==> config.mk <==
export PLATFORM = sky130hd
export DESIGN_NAME = divider_fsm
export DESIGN_NICKNAME = d
export VERILOG_FILES = /design/src/rtl/divider_fsm.sv
export SDC_FILE = /design/constraint.sdc
export NUM_CORES = 1
export LEC_CHECK = 0
export ABC_AREA = 1
export BUFFER_PORTS_ARGS = -buffer_cell sky130_fd_sc_hd__buf_2
export CAP_MARGIN = 20
export CORE_MARGIN = 5
export CORE_UTILIZATION = 37
export CTS_CLUSTER_DIAMETER = 60
export DETAILED_ROUTE_END_ITERATION = 12
export GPL_TIMING_DRIVEN = 1
export PLACE_DENSITY = 0.57
export REMOVE_ABC_BUFFERS = 1
export SETUP_SLACK_MARGIN = 0.2
export SLEW_MARGIN = 20
export SYNTH_ARGS = -nofsm -noshare
export SYNTH_HDL_FRONTEND = slang
export SYNTH_SLANG_ARGS = --single-unit
==> constraint.sdc <==
create_clock -name clk -period 1.8 [get_ports clk]
set_input_delay 0.09 -clock clk [delete_from_list [all_inputs] [get_ports clk]]
set_output_delay 0.09 -clock clk [all_outputs]
set_load 0.03 [all_outputs]
==> src/rtl/divider_fsm.sv <==
// divider_fsm: tick-driven load/divide/show controller with a W-step restoring divider (clk, reset, tick_next/up/down in; leds, phase, busy, div_zero out)
module divider_fsm #(
  parameter int W = 4
) (
  input  logic         clk,
  input  logic         reset,
  input  logic         tick_next,
  input  logic         tick_up,
  input  logic         tick_down,
  output logic [W-1:0] leds,
  output logic [2:0]   phase,
  output logic         busy,
  output logic         div_zero
);
  localparam int SW = $clog2(W + 1);
  localparam logic [2:0] LOAD_NUM = 3'd0;
  localparam logic [2:0] LOAD_DEN = 3'd1;
  localparam logic [2:0] DIVIDE   = 3'd2;
  localparam logic [2:0] SHOW_QUO = 3'd3;
  localparam logic [2:0] SHOW_REM = 3'd4;
  logic [2:0]    state;
  logic [W-1:0]  num, den, quo, rem, num_adj, den_adj;
  logic [SW-1:0] step;
  logic [W:0]    trial;
  logic          fit;
  always_comb begin
    trial   = {rem, quo[W-1]};
    fit     = trial >= {1'b0, den};
    num_adj = (tick_up && !tick_down) ? num + 1'b1 : (tick_down && !tick_up) ? num - 1'b1 : num;
    den_adj = (tick_up && !tick_down) ? den + 1'b1 : (tick_down && !tick_up) ? den - 1'b1 : den;
    leds    = state == LOAD_NUM ? num : state == LOAD_DEN ? den : state == SHOW_QUO ? quo :
              state == SHOW_REM ? rem : '0;
    phase   = state;
    busy    = state == DIVIDE;
  end
  always_ff @(posedge clk) begin
    if (reset) begin
      state    <= LOAD_NUM;
      num      <= '0;
      den      <= '0;
      quo      <= '0;
      rem      <= '0;
      step     <= '0;
      div_zero <= 1'b0;
    end else begin
      case (state)
        LOAD_NUM: begin
          num <= num_adj;
          if (tick_next) state <= LOAD_DEN;
        end
        LOAD_DEN: begin
          den <= den_adj;
          if (tick_next) begin
            state    <= DIVIDE;
            quo      <= num;
            rem      <= '0;
            step     <= '0;
            div_zero <= den_adj == '0;
          end
        end
        DIVIDE: begin
          if (div_zero) begin
            quo   <= '1;
            rem   <= num;
            state <= SHOW_QUO;
          end else begin
            // true remainder is below den, so the low W bits of trial - den are exact
            rem  <= fit ? trial[W-1:0] - den : trial[W-1:0];
            quo  <= {quo[W-2:0], fit};
            step <= step + 1'b1;
            if (step == SW'(W - 1)) state <= SHOW_QUO;
          end
        end
        SHOW_QUO: if (tick_next) state <= SHOW_REM;
        SHOW_REM: begin
          if (tick_next) begin
            state    <= LOAD_NUM;
            div_zero <= 1'b0;
          end
        end
        default: state <= LOAD_NUM;
      endcase
    end
  end
endmodule

==> impl_metrics.xml <==
<?xml version="1.0" encoding="UTF-8"?>
<metrics>
  <group name="run_status">
    <metric name="status" unit="">finished clean</metric>
  </group>
  <group name="drt">
    <metric name="detail_routed_net_length_per_standard_cell" unit="um">13.3</metric>
    <metric name="routed_wl" unit="mm">3.98</metric>
    <metric name="dr.pass1.iters" unit="">4</metric>
    <metric name="remaining_drc_errors" unit="">0</metric>
    <metric name="drt_first_iter_violations" unit="">85</metric>
    <metric name="viasPerCell" unit="">5.16</metric>
    <metric name="drtAntennaViolNets" unit="">0</metric>
    <metric name="num_vias" unit="">1549</metric>
  </group>
  <group name="hold_path">
    <metric name="whs_endpoint" unit="">phase[1]</metric>
    <metric name="hold-path-cell-count" unit="">2</metric>
    <metric name="hold_path_startpoint" unit="">reset</metric>
    <metric name="hold_path.class" unit="">input pin to flip-flop</metric>
  </group>
  <group name="worst_setup_path">
    <metric name="critPathMaxFanout" unit="">4</metric>
    <metric name="setup.worst_path.start_class" unit="">flip-flop</metric>
    <metric name="destination_of_the_worst_register_to_register_timing_path" unit="">rem[1]</metric>
    <metric name="arrival_time_of_data_at_the_critical_path_endpoint" unit="ns">1.47</metric>
    <metric name="r2r_cells" unit="">8</metric>
    <metric name="slowest_delay" unit="ns">0.39</metric>
    <metric name="cp_cell_sequence" unit="">inv_4, nand2_4, nor2_4, buf_6, a221oi_2, o21ai_1, buf_4</metric>
    <metric name="worstPathRequired" unit="ns">1.71</metric>
    <metric name="endpoint_kind" unit="">output pin</metric>
    <metric name="worst-r2r-setup-slack" unit="ns">0.30</metric>
    <metric name="cp_slowest_cell" unit="">dfxtp_4</metric>
    <metric name="critical_path.reg2reg.startpoint" unit="">quo[3]</metric>
    <metric name="worst-setup-path-type" unit="">flip-flop to output pin</metric>
  </group>
  <group name="clock_tree">
    <metric name="cts_inserted_buffers" unit="">3</metric>
    <metric name="path_clk_slew" unit="ns">0.10</metric>
    <metric name="h-tree-depth" unit="">1</metric>
    <metric name="cts_tree" unit="">done</metric>
    <metric name="cts_max_path_buffers" unit="">2</metric>
    <metric name="clock_latency" unit="ns">0.27</metric>
    <metric name="cts_sinks" unit="">23</metric>
    <metric name="clockRootBuffer" unit="">clkbuf_8</metric>
  </group>
  <group name="placed_design">
    <metric name="gp_routability_congestion" unit="">0.825</metric>
    <metric name="place.port_buffers" unit="">13</metric>
    <metric name="place.detailed.hpwl" unit="mm">3.04</metric>
  </group>
  <group name="timing">
    <metric name="maxClockFrequency" unit="MHz">641</metric>
    <metric name="hold-worst-slack" unit="ns">0.0937</metric>
    <metric name="portion_of_the_clock_cycle_consumed_by_the_worst_path_in_the_final_layout" unit="">0.866</metric>
    <metric name="finalSetupViolCount" unit="">0</metric>
    <metric name="rsz_0062_raised_after_global_routing" unit="">true</metric>
    <metric name="setup_tns" unit="ns">0</metric>
    <metric name="finalHoldViolations" unit="">0</metric>
    <metric name="slew_violations" unit="">0</metric>
    <metric name="maxSlewHeadroom" unit="">0.709</metric>
    <metric name="worst_slew_pin_slew" unit="ns">0.436</metric>
    <metric name="fin_skew" unit="ns">0.00944</metric>
    <metric name="finalWorstPathRequiredPeriod" unit="ns">1.56</metric>
  </group>
  <group name="logic_synthesis">
    <metric name="synthDominantCellAreaShare" unit="">0.295</metric>
    <metric name="cell_variety_after_synth" unit="">29</metric>
    <metric name="synth_cells" unit="">222</metric>
    <metric name="synth.avg_cell_area" unit="um2">7.03</metric>
    <metric name="yosys_warnings" unit="">0</metric>
    <metric name="post-synth-top-area-cell" unit="">dfxtp_1</metric>
    <metric name="seq_area_frac_synth" unit="">0.295</metric>
    <metric name="ys_top_cells_by_area" unit="">dfxtp_1 (30%), ha_1 (9.6%), nand2_1 (8.9%)</metric>
    <metric name="synth-seq-cells" unit="">23</metric>
    <metric name="synth.cell_area" unit="um2">1560</metric>
  </group>
  <group name="pwr">
    <metric name="leakagePower" unit="nW">0.887</metric>
    <metric name="total_power" unit="W">0.00227</metric>
    <metric name="power_density_over_the_cells" unit="nW/um2">1170</metric>
    <metric name="ir_drop" unit="mV">0.447</metric>
  </group>
  <group name="cells_and_area">
    <metric name="antennaDiodeCount" unit="">0</metric>
    <metric name="post_route_cells_drive_above_1_share" unit="">0.296</metric>
    <metric name="design.final.nets" unit="">270</metric>
    <metric name="layout-area-overhead-vs-synth" unit="%">24.6</metric>
    <metric name="fill_cells" unit="">411</metric>
  </group>
  <group name="run">
    <metric name="max-cap-violations" unit="">0</metric>
  </group>
  <group name="grt">
    <metric name="first_pass_grt_wire_length" unit="mm">6.45</metric>
    <metric name="initial_antenna_violation_count" unit="">0</metric>
    <metric name="grt_start_max_net_pins" unit="">17</metric>
    <metric name="gr-total-overflow" unit="">0</metric>
    <metric name="vias_in_the_first_global_route" unit="">1361</metric>
    <metric name="grtUsageTotal" unit="">0.151</metric>
  </group>
  <group name="floorplan">
    <metric name="die_area" unit="um2">5620</metric>
    <metric name="die_x" unit="um">74.9</metric>
    <metric name="initial_core_util" unit="">0.385</metric>
    <metric name="rows" unit="">23</metric>
    <metric name="core_area" unit="um2">4060</metric>
    <metric name="die_h" unit="um">74.9</metric>
    <metric name="pin_count" unit="">14</metric>
  </group>
</metrics>
## final cells by class
| class | instances | area (um2) | area share |
|---|---|---|---|
| Clock inverter | 1 | 5.00 | 0.00257 |
| Timing Repair Buffer | 26 | 176 | 0.0907 |
| Inverter | 39 | 149 | 0.0766 |
| Tap cell | 50 | 62.6 | 0.0322 |
| Multi-Input combinational cell | 158 | 1030 | 0.530 |
| Clock buffer | 3 | 41.3 | 0.0212 |
| Sequential cell | 23 | 480 | 0.247 |
## where the power goes
group          internal (W)  switching [W]  total (W)  leakage (nW)
clock network      0.000155       0.000187   0.000342        0.0255
registers          0.000617       0.000118   0.000735         0.193
logic              0.000469       0.000722    0.00119         0.669
total               0.00124        0.00103    0.00227         0.887
## critical path, delay by kind of cell (launching register included)
family	cells	cell delay, ns
flops	1	0.39
buf+inv	3	0.34
compound gates	2	0.36
simple gates	2	0.12
## cell families after synthesis
group / Yosys count / share of synthesized area
AND/OR/NAND/NOR: 78 / 0.233
AO/OA/AOI/OAI: 62 / 0.229
buffers and inverters: 41 / 0.0986
flip-flops: 23 / 0.295
adder cells (fa/ha/maj): 14 / 0.122
XOR/XNOR: 3 / 0.0168
multiplexers: 1 / 0.00642
## synth_stat cells, drive strengths merged
library cell and number:
inv 38, nand2 40, ha 12, nand4 1
xor2 3, o221ai 1, o21ai 24, o22ai 4
o211ai 2, a221oi 1, a211oi 1, nand3 19
a21oi 26, mux2i 1, dfxtp 23, clkbuf 2
nor2 18, o2111ai 3, clkinv 1, fa 2
## cells in the final DEF (no fill, tap or decap), drive strengths merged
cell,count
o211ai,2
o21ai,24
a221oi,1
o221ai,1
clkinv,2
fa,2
o22ai,4
ha,12
dfxtp,23
nand2,40
nand3,19
nor2,18
o2111ai,3
clkbuf,3
a21oi,26
nand4,1
inv,38
buf,26
a211oi,1
xor2,3
mux2i,1
## registers in the layout, summed over array words and instances, names as in the netlist
register / count
den: 4
num: 4
div_zero: 1
rem: 4
phase: 3
step: 3
quo: 4
## through the flow
| step | cell area [um2] | utilization | cells | setup WS (ns) |
|---|---|---|---|---|
| after floorplan | 1550 | - | 220 | 0.109 |
| after global placement | 1730 | 0.427 | 290 | 0.109 |
| after detailed placement | 1730 | 0.427 | 290 | 0.0409 |
| after CTS | 1850 | 0.455 | 297 | 0.184 |
| after global routing | 1940 | 0.479 | 300 | 0.157 |
| final | 1940 | 0.479 | 300 | 0.241 |
## per-layer routing
layer,vias to the layer above,share of wire,global-route usage
met5,-,0,0
met3,8,0.053,0.0307
met2,34,0.44,0.219
li1,799,-,-
met4,0,0.016,0.0494
met1,708,0.49,0.224
## what timing repair did
| action | in CTS | in global routing |
|---|---|---|
| hold buffers | 0 | 0 |
| endpoints found under the setup margin | 9 | 12 |
| buffers inserted | 3 | 3 |
| pin swaps | 1 | 5 |
| endpoints found under the hold margin | 0 | 0 |
| resized for setup | 17 | 26 |
## worst max-delay path by stage
| stage | to | start | slack, ns |
|---|---|---|---|
| final | leds[0] | phase[2] | 0.24 |
| after global routing | leds[0] | phase[2] | 0.16 |
| after CTS | leds[0] | phase[0] | 0.18 |
| after detailed placement | rem[3] | den[2] | 0.04 |
| after global placement | rem[2] | den[2] | 0.11 |
| after floorplan | leds[0] | phase[2] | 0.11 |
Power figures use the tool's default switching activity.
